File: config.mk
export PLATFORM = sky130hd
export DESIGN_NAME = fpu_config_regs
export DESIGN_NICKNAME = d
export VERILOG_FILES = /design/src/rtl/fpu_cfg_pkg.sv /design/src/rtl/fpu_cfg_responder.sv /design/src/rtl/fpu_config_regs.sv
export SDC_FILE = /design/constraint.sdc
export NUM_CORES = 2
export LEC_CHECK = 0
export ABC_AREA = 0
export BUFFER_PORTS_ARGS = -buffer_cell sky130_fd_sc_hd__buf_2
export CELL_PAD_IN_SITES_DETAIL_PLACEMENT = 1
export CELL_PAD_IN_SITES_GLOBAL_PLACEMENT = 1
export CORE_ASPECT_RATIO = 1.1
export CORE_MARGIN = 2
export CORE_UTILIZATION = 45
export CTS_CLUSTER_DIAMETER = 60
export DETAILED_ROUTE_END_ITERATION = 12
export PLACE_DENSITY_LB_ADDON = 0.1
export SETUP_SLACK_MARGIN = 0.05
export SLEW_MARGIN = 25
export SYNTH_ARGS = -nofsm -noshare
export SYNTH_HDL_FRONTEND = slang
export SYNTH_SLANG_ARGS = --single-unit
File: constraint.sdc
create_clock -name clk -period 173 [get_ports clk]
set_input_delay 51.9 -clock clk [delete_from_list [all_inputs] [get_ports clk]]
set_output_delay 51.9 -clock clk [all_outputs]
set_load 0.05 [all_outputs]
File: src/rtl/fpu_cfg_pkg.sv
// Shared constants and types for the FPU configuration register window.
package fpu_cfg_pkg;

    localparam int NUM_CFG_WORDS = 16;
    localparam int CFG_IDX_W     = $clog2(NUM_CFG_WORDS);

    localparam logic [31:0] CFG_WORD0_OFS = 32'h0000_0000;
    localparam logic [31:0] CTRL_OFS      = 32'h0000_0040;

    localparam int CTRL_START_BIT    = 0;
    localparam int CTRL_BUSY_BIT     = 1;
    localparam int CTRL_DONE_BIT     = 2;
    localparam int CTRL_ADDR_ERR_BIT = 3;

    typedef enum logic [1:0] {
        IDLE,
        WAIT,
        RESP
    } fpu_cfg_resp_state_t;

endpackage

File: src/rtl/fpu_cfg_responder.sv
// Answers FPU config-line fetches after a fixed latency; only START_ADDRESS returns
// the active line, any other address returns zero and flags an address error.
module fpu_cfg_responder
    import fpu_cfg_pkg::*;
#(
    parameter logic [31:0] START_ADDRESS = 32'h1000_0000,
    parameter int          LINE_WIDTH    = 512,
    parameter int          READ_LATENCY  = 2
) (
    input  logic                  clk,
    input  logic                  rst,
    input  logic                  i_req,
    input  logic [31:0]           i_addr,
    input  logic [LINE_WIDTH-1:0] i_line,
    output logic                  o_valid,
    output logic [LINE_WIDTH-1:0] o_data,
    output logic                  o_addr_err
);

    localparam int              CNT_W    = (READ_LATENCY > 1) ? $clog2(READ_LATENCY) : 1;
    localparam logic [CNT_W-1:0] CNT_LOAD = CNT_W'(READ_LATENCY - 1);
    localparam logic [CNT_W-1:0] CNT_ONE  = CNT_W'(1);

    fpu_cfg_resp_state_t   r_state;
    logic [CNT_W-1:0]      r_cnt;
    logic [31:0]           r_addr;
    logic                  r_valid;
    logic [LINE_WIDTH-1:0] r_data;
    logic                  r_addr_err;

    logic [31:0] w_rsp_addr;
    logic        w_hit;

    // A latency-1 response is issued straight from IDLE, so the live address is checked there.
    assign w_rsp_addr = (r_state == IDLE) ? i_addr : r_addr;
    assign w_hit      = (w_rsp_addr == START_ADDRESS);

    always_ff @(posedge clk or posedge rst) begin
        if (rst) begin
            r_state    <= IDLE;
            r_cnt      <= '0;
            r_addr     <= '0;
            r_valid    <= 1'b0;
            r_data     <= '0;
            r_addr_err <= 1'b0;
        end else begin
            r_valid    <= 1'b0;
            r_data     <= '0;
            r_addr_err <= 1'b0;
            case (r_state)
                IDLE: begin
                    if (i_req) begin
                        r_addr <= i_addr;
                        if (READ_LATENCY == 1) begin
                            r_state <= RESP;
                            r_valid <= 1'b1;
                            if (w_hit) r_data <= i_line;
                            else       r_addr_err <= 1'b1;
                        end else begin
                            r_cnt   <= CNT_LOAD;
                            r_state <= WAIT;
                        end
                    end
                end
                WAIT: begin
                    if (r_cnt == CNT_ONE) begin
                        r_cnt   <= '0;
                        r_state <= RESP;
                        r_valid <= 1'b1;
                        if (w_hit) r_data <= i_line;
                        else       r_addr_err <= 1'b1;
                    end else begin
                        r_cnt <= r_cnt - CNT_ONE;
                    end
                end
                RESP: begin
                    r_state <= IDLE;
                end
                default: begin
                    r_state <= IDLE;
                end
            endcase
        end
    end

    assign o_valid    = r_valid;
    assign o_data     = r_data;
    assign o_addr_err = r_addr_err;

endmodule

File: src/rtl/fpu_config_regs.sv
// CPU register window holding a shadow/active pair of FPU config lines, with
// START/BUSY/DONE/ADDR_ERR control and a latency-matched fetch responder.
module fpu_config_regs
    import fpu_cfg_pkg::*;
#(
    parameter logic [31:0] START_ADDRESS = 32'h1000_0000,
    parameter int          LINE_WIDTH    = 512,
    parameter int          READ_LATENCY  = 2
) (
    input  logic                  clk,
    input  logic                  rst,
    input  logic                  cpu_wr_en,
    input  logic                  cpu_rd_en,
    input  logic [31:0]           cpu_addr,
    input  logic [31:0]           cpu_wr_data,
    output logic [31:0]           cpu_rd_data,
    output logic                  cpu_rd_valid,
    output logic                  fpu_start,
    input  logic                  fpu_done,
    input  logic                  fpu_data_request,
    input  logic [31:0]           fpu_address,
    output logic                  fpu_data_valid,
    output logic [LINE_WIDTH-1:0] fpu_data,
    output logic                  irq
);

    logic [LINE_WIDTH-1:0] r_shadow;
    logic [LINE_WIDTH-1:0] r_active;
    logic                  r_busy;
    logic                  r_done;
    logic                  r_addr_err;
    logic                  r_start;
    logic [31:0]           r_rd_data;
    logic                  r_rd_valid;

    logic [31:0]          w_offset;
    logic                 w_is_cfg;
    logic                 w_is_ctrl;
    logic [CFG_IDX_W-1:0] w_word_idx;
    logic                 w_cfg_wr;
    logic                 w_ctrl_wr;
    logic                 w_start;
    logic                 w_done_set;
    logic                 w_err_set;
    logic                 w_rd_req;
    logic [31:0]          w_rd_word;

    // Addresses below the base wrap to huge offsets, so one compare bounds the window.
    assign w_offset   = cpu_addr - START_ADDRESS;
    assign w_is_cfg   = (w_offset < CTRL_OFS);
    assign w_is_ctrl  = (w_offset == CTRL_OFS);
    assign w_word_idx = w_offset[CFG_IDX_W+1:2];

    assign w_cfg_wr   = cpu_wr_en && w_is_cfg;
    assign w_ctrl_wr  = cpu_wr_en && w_is_ctrl;
    assign w_start    = w_ctrl_wr && cpu_wr_data[CTRL_START_BIT] && !r_busy;
    assign w_done_set = fpu_done && r_busy;
    assign w_rd_req   = cpu_rd_en && !cpu_wr_en;

    always_comb begin
        w_rd_word = '0;
        if (w_is_cfg) begin
            w_rd_word = r_shadow[{w_word_idx, 5'b0} +: 32];
        end else if (w_is_ctrl) begin
            w_rd_word[CTRL_BUSY_BIT]     = r_busy;
            w_rd_word[CTRL_DONE_BIT]     = r_done;
            w_rd_word[CTRL_ADDR_ERR_BIT] = r_addr_err;
        end
    end

    always_ff @(posedge clk or posedge rst) begin
        if (rst) begin
            r_shadow   <= '0;
            r_active   <= '0;
            r_busy     <= 1'b0;
            r_done     <= 1'b0;
            r_addr_err <= 1'b0;
            r_start    <= 1'b0;
            r_rd_data  <= '0;
            r_rd_valid <= 1'b0;
        end else begin
            if (w_cfg_wr) begin
                r_shadow[{w_word_idx, 5'b0} +: 32] <= cpu_wr_data;
            end

            // Launch and completion are mutually exclusive: one needs !busy, the other busy.
            r_start <= w_start;
            if (w_start) begin
                r_active <= r_shadow;
                r_busy   <= 1'b1;
            end else if (w_done_set) begin
                r_busy <= 1'b0;
            end

            if (w_done_set) begin
                r_done <= 1'b1;
            end else if (w_ctrl_wr && cpu_wr_data[CTRL_DONE_BIT]) begin
                r_done <= 1'b0;
            end

            if (w_err_set) begin
                r_addr_err <= 1'b1;
            end else if (w_ctrl_wr && cpu_wr_data[CTRL_ADDR_ERR_BIT]) begin
                r_addr_err <= 1'b0;
            end

            r_rd_valid <= w_rd_req;
            r_rd_data  <= w_rd_req ? w_rd_word : 32'h0;
        end
    end

    fpu_cfg_responder #(
        .START_ADDRESS (START_ADDRESS),
        .LINE_WIDTH    (LINE_WIDTH),
        .READ_LATENCY  (READ_LATENCY)
    ) u_responder (
        .clk        (clk),
        .rst        (rst),
        .i_req      (fpu_data_request),
        .i_addr     (fpu_address),
        .i_line     (r_active),
        .o_valid    (fpu_data_valid),
        .o_data     (fpu_data),
        .o_addr_err (w_err_set)
    );

    assign cpu_rd_data  = r_rd_data;
    assign cpu_rd_valid = r_rd_valid;
    assign fpu_start    = r_start;
    assign irq          = r_done | r_addr_err;

endmodule
==> impl_metrics.prom <==
# TYPE chip_impl_metric gauge
chip_impl_metric{name="die_h",unit="um"} 393
chip_impl_metric{name="netlist_instances",unit=""} 3871
chip_impl_metric{name="timing.final.crit_share",unit="%"} 32.2
chip_impl_metric{name="clk-insertion-delay-late",unit="ps"} 800
chip_impl_info{name="crit_path_end",value="r_active[304]"} 1
chip_impl_metric{name="r2r_slack",unit="ps"} 168870
chip_impl_metric{name="fmax",unit="MHz"} 17.9
chip_impl_metric{name="grt_pass1_wl",unit="um"} 273000
chip_impl_metric{name="cts_resized",unit=""} 0
chip_impl_metric{name="buffer_depth_of_the_longest_clock_path",unit=""} 3
chip_impl_metric{name="gr-usage-met3",unit="%"} 4.88
chip_impl_metric{name="detailedRoute.firstIterationViolations",unit=""} 2274
chip_impl_info{name="startpoint_type",value="input port"} 1
chip_impl_metric{name="synth.lib_cells_used.distinct",unit=""} 47
chip_impl_metric{name="signed_area_change_from_the_synthesized_netlist_to_the_final_layout",unit="%"} 16.8
chip_impl_info{name="unrepaired_setup_endpoints_after_global_routing",value="no"} 1
chip_impl_metric{name="power.clock.fraction",unit="%"} 46.4
chip_impl_metric{name="vdd_drop_max",unit="V"} 0.0000145
chip_impl_metric{name="overflow",unit=""} 0
chip_impl_metric{name="worst_r2r_path_depth",unit=""} 7
chip_impl_metric{name="placeableCoreArea",unit="um2"} 136000
chip_impl_metric{name="antenna_found_initial",unit=""} 9
chip_impl_info{name="crit_top_cell",value="buf_4"} 1
chip_impl_metric{name="swShare",unit="%"} 23.7
chip_impl_metric{name="detail_route.wirelength",unit="um"} 187000
chip_impl_metric{name="cts.hold.buffers_added",unit=""} 0
chip_impl_metric{name="crit_arrival",unit="ps"} 56600
chip_impl_metric{name="timing.critical_path.fanout_max",unit=""} 117
chip_impl_metric{name="dp.final_hpwl",unit="um"} 117000
chip_impl_metric{name="synth.avg_cell_area",unit="um2"} 16.0
chip_impl_metric{name="synth_fp_nets",unit=""} 3976
chip_impl_metric{name="synthesized_area",unit="um2"} 61800
chip_impl_info{name="hold_path.class",value="reg -> reg"} 1
chip_impl_metric{name="post_route_cells_drive_above_1_share",unit="%"} 48.2
chip_impl_metric{name="floorplan.die.width",unit="um"} 357
chip_impl_info{name="gr-max-usage-layer",value="met2"} 1
chip_impl_metric{name="setup-tns-final",unit="ps"} 0
chip_impl_metric{name="clock_transition_at_the_registers_of_the_reported_paths",unit="ps"} 60
chip_impl_metric{name="route.vias.total",unit=""} 35800
chip_impl_metric{name="slew_violations",unit=""} 0
chip_impl_metric{name="yosys_warnings",unit=""} 0
chip_impl_metric{name="setup_viol",unit=""} 0
chip_impl_info{name="endpoint_of_the_worst_register_to_register_path",value="u_responder.o_data[271]"} 1
chip_impl_metric{name="number_of_enable_type_register_cells_in_the_synthesized_netlist",unit=""} 0
chip_impl_metric{name="switching_power",unit="uW"} 189
chip_impl_metric{name="global_route.usage.total",unit="%"} 26.9
chip_impl_metric{name="vias_in_the_first_global_route",unit=""} 38500
chip_impl_metric{name="synth-async-reset-ratio",unit="%"} 100
chip_impl_info{name="criticalPathCategory",value="in -> async"} 1
chip_impl_metric{name="post_cts_buffers",unit=""} 0
chip_impl_metric{name="clock_tree.htree_level_count",unit=""} 4
chip_impl_metric{name="preCtsSetupSlack",unit="ps"} 115910
chip_impl_metric{name="cts_inserted_buffers",unit=""} 167
chip_impl_metric{name="critPathRequiredTime",unit="ps"} 173840
chip_impl_info{name="most_frequent_standard_cell_in_the_layout_excluding_fill_and_tap_cells",value="dfrtp_1"} 1
chip_impl_metric{name="die_area",unit="um2"} 140000
chip_impl_metric{name="tightest_slew",unit="ps"} 1100
chip_impl_metric{name="rows",unit=""} 142
chip_impl_metric{name="top_level_ports",unit=""} 650
chip_impl_info{name="cp-end-kind",value="asynchronous set/reset pin"} 1
chip_impl_metric{name="finalHoldViolCount",unit=""} 0
chip_impl_metric{name="cap_violations",unit=""} 0
chip_impl_info{name="tritoncts",value="yes"} 1
chip_impl_metric{name="gr-usage-met2",unit="%"} 42.2
chip_impl_metric{name="synth_seq_cells",unit=""} 1610
chip_impl_metric{name="final.fill_count",unit=""} 12900
chip_impl_info{name="cts_root_buffer",value="clkbuf_16"} 1
chip_impl_metric{name="port-buffer-count",unit=""} 649
chip_impl_metric{name="layout_setup_ws",unit="ps"} 117240
chip_impl_metric{name="initial_core_utilization",unit="%"} 45.4
chip_impl_metric{name="wl_per_cell",unit="um"} 29.4
chip_impl_metric{name="critical_path.max_stage_delay",unit="ps"} 800
chip_impl_metric{name="finalWeightedCongestion",unit=""} 0.803
chip_impl_metric{name="grt_max_degree",unit=""} 214
chip_impl_metric{name="cellLeakagePower",unit="uW"} 0.0397
chip_impl_info{name="cp_launch_point",value="rst"} 1
chip_impl_metric{name="layout.core_utilization",unit="%"} 53.0
chip_impl_metric{name="grt_util_met1",unit="%"} 38.0
chip_impl_metric{name="ant_nets",unit=""} 0
chip_impl_metric{name="vias_per_cell",unit=""} 5.62
chip_impl_info{name="synth_top_flop_cell",value="dfrtp_1"} 1
chip_impl_metric{name="power.sequential.fraction",unit="%"} 48.0
chip_impl_info{name="crit_path_cell_trace",value="buf_2, inv_8, buf_4, buf_4, buf_4, buf_4, buf_6"} 1
chip_impl_metric{name="synth-seq-area-share",unit="%"} 65.2
chip_impl_metric{name="drc",unit=""} 0
chip_impl_info{name="final_cell_mix",value="1610 x dfrtp_1, 1045 x mux2_2, 645 x buf_2"} 1
chip_impl_metric{name="slew_headroom",unit="%"} 26.6
chip_impl_metric{name="skew",unit="ps"} 22.4
chip_impl_metric{name="power.combinational.fraction",unit="%"} 5.5
chip_impl_metric{name="number_of_iterations_in_the_first_detailed_routing_pass",unit=""} 5
chip_impl_info{name="worstReg2RegStart",value="u_responder.r_addr[27]"} 1
chip_impl_metric{name="internal_power",unit="uW"} 610
chip_impl_metric{name="fin_total_pwr",unit="uW"} 799
chip_impl_metric{name="layout_net_count",unit=""} 4551
chip_impl_info{name="outcome",value="completed"} 1
chip_impl_metric{name="power-per-cell-area",unit="nW/um2"} 11.1
chip_impl_metric{name="period_needed",unit="ps"} 55760
chip_impl_metric{name="clock-sinks",unit=""} 1610
chip_impl_info{name="crit_path_top_delay_cell",value="buf_4"} 1
[through the flow]
step	instance area, um2	std cells	hold slack [ps]
detailed placement	66500	6077	428
CTS	72200	6375	436
finish	72200	6381	432
global placement	66400	6074	410
global route	72200	6376	470
floorplan	61800	3871	404
[logic make-up after synthesis]
| group | Yosys count | share of synthesized area, % |
|---|---|---|
| compound gates | 26 | 0.306 |
| fa+ha+maj | 3 | 0.0607 |
| buf+inv | 320 | 2.53 |
| flops | 1610 | 65.2 |
| mux | 1219 | 24.9 |
| simple gates | 693 | 7.00 |
[cells in the mapped netlist (2+ instances only)]
| master | count | area share [%] |
|---|---|---|
| a221oi_1 | 3 | 0.043 |
| nor2b_1 | 39 | 0.39 |
| nor4_1 | 12 | 0.12 |
| nand2_1 | 5 | 0.030 |
| buf_6 | 37 | 0.67 |
| nand2b_1 | 4 | 0.040 |
| nor2_1 | 16 | 0.097 |
| dfrtp_1 | 1610 | 65 |
| buf_2 | 57 | 0.46 |
| buf_4 | 3 | 0.036 |
| inv_1 | 6 | 0.036 |
| a311oi_1 | 3 | 0.043 |
| o22ai_1 | 3 | 0.030 |
| nand4_1 | 14 | 0.14 |
| nor3b_1 | 2 | 0.024 |
| mux4_2 | 151 | 5.5 |
| nand3_1 | 2 | 0.016 |
| mux2_1 | 15 | 0.27 |
| nor3_1 | 6 | 0.049 |
| ha_1 | 3 | 0.061 |
| a21oi_1 | 2 | 0.016 |
| mux2_2 | 1045 | 19 |
| and4_1 | 3 | 0.043 |
| a2111oi_0 | 3 | 0.043 |
| buf_1 | 22 | 0.13 |
| and3_1 | 545 | 5.5 |
| clkbuf_1 | 193 | 1.2 |
| mux2i_1 | 8 | 0.13 |
| nor4b_1 | 2 | 0.028 |
| nand4b_1 | 3 | 0.043 |
| or2_2 | 3 | 0.030 |
| o21ai_0 | 5 | 0.040 |
| and2_1 | 32 | 0.32 |
[cell type report]
cell class              instances  area [um2]  area share [%]
diodes                          6        15.0          0.0208
clock inverters                56         647           0.896
well taps                    1800        2250            3.12
inverters                       8        45.0          0.0624
flip-flops and latches       1610       40300            55.8
repair buffers                718        3880            5.37
clock buffers                 242        5050            6.99
multi-input cells            1941       20000            27.7
[how the worst min path moves through the flow]
stage,start,to,depth (start not counted)
after floorplan,u_responder.o_addr_err,r_addr_err,1
after global placement,u_responder.o_addr_err,r_addr_err,1
after detailed placement,u_responder.o_addr_err,r_addr_err,1
after CTS,u_responder.o_addr_err,r_addr_err,1
after global routing,u_responder.o_addr_err,r_addr_err,1
final,u_responder.o_addr_err,r_addr_err,1
[flip-flops by register name, summed over array words and instances (netlist names), 2 cells and up]
signal,flops
cpu_rd_data,32
r_active,512
r_shadow,512
u_responder.o_data,512
u_responder.r_addr,32
u_responder.r_state,2
[power groups by stage]
stage | Sequential, uW | Combinational [uW] | Clock, uW
detailed placement | 391 | 45.1 | 0
finish | 384 | 44.3 | 371
global route | 384 | 48.7 | 393
global placement | 390 | 44.2 | 0
CTS | 384 | 45.2 | 379
floorplan | 391 | 28.6 | 0
[layer usage]
layer | part of all wire [%] | vias to the layer above | routed length (um)
li1 | - | 15000 | -
met1 | 45 | 19600 | 83600
met2 | 47 | 979 | 88800
met3 | 4.9 | 264 | 9240
met4 | 3.1 | 2 | 5830
met5 | 0.0069 | - | 13
[worst max-delay path, delay by kind of cell]
kind / cells / cell delay, ps
buffers and inverters: 7 / 4360
Note: power is estimated with default switching activity, not from simulation.
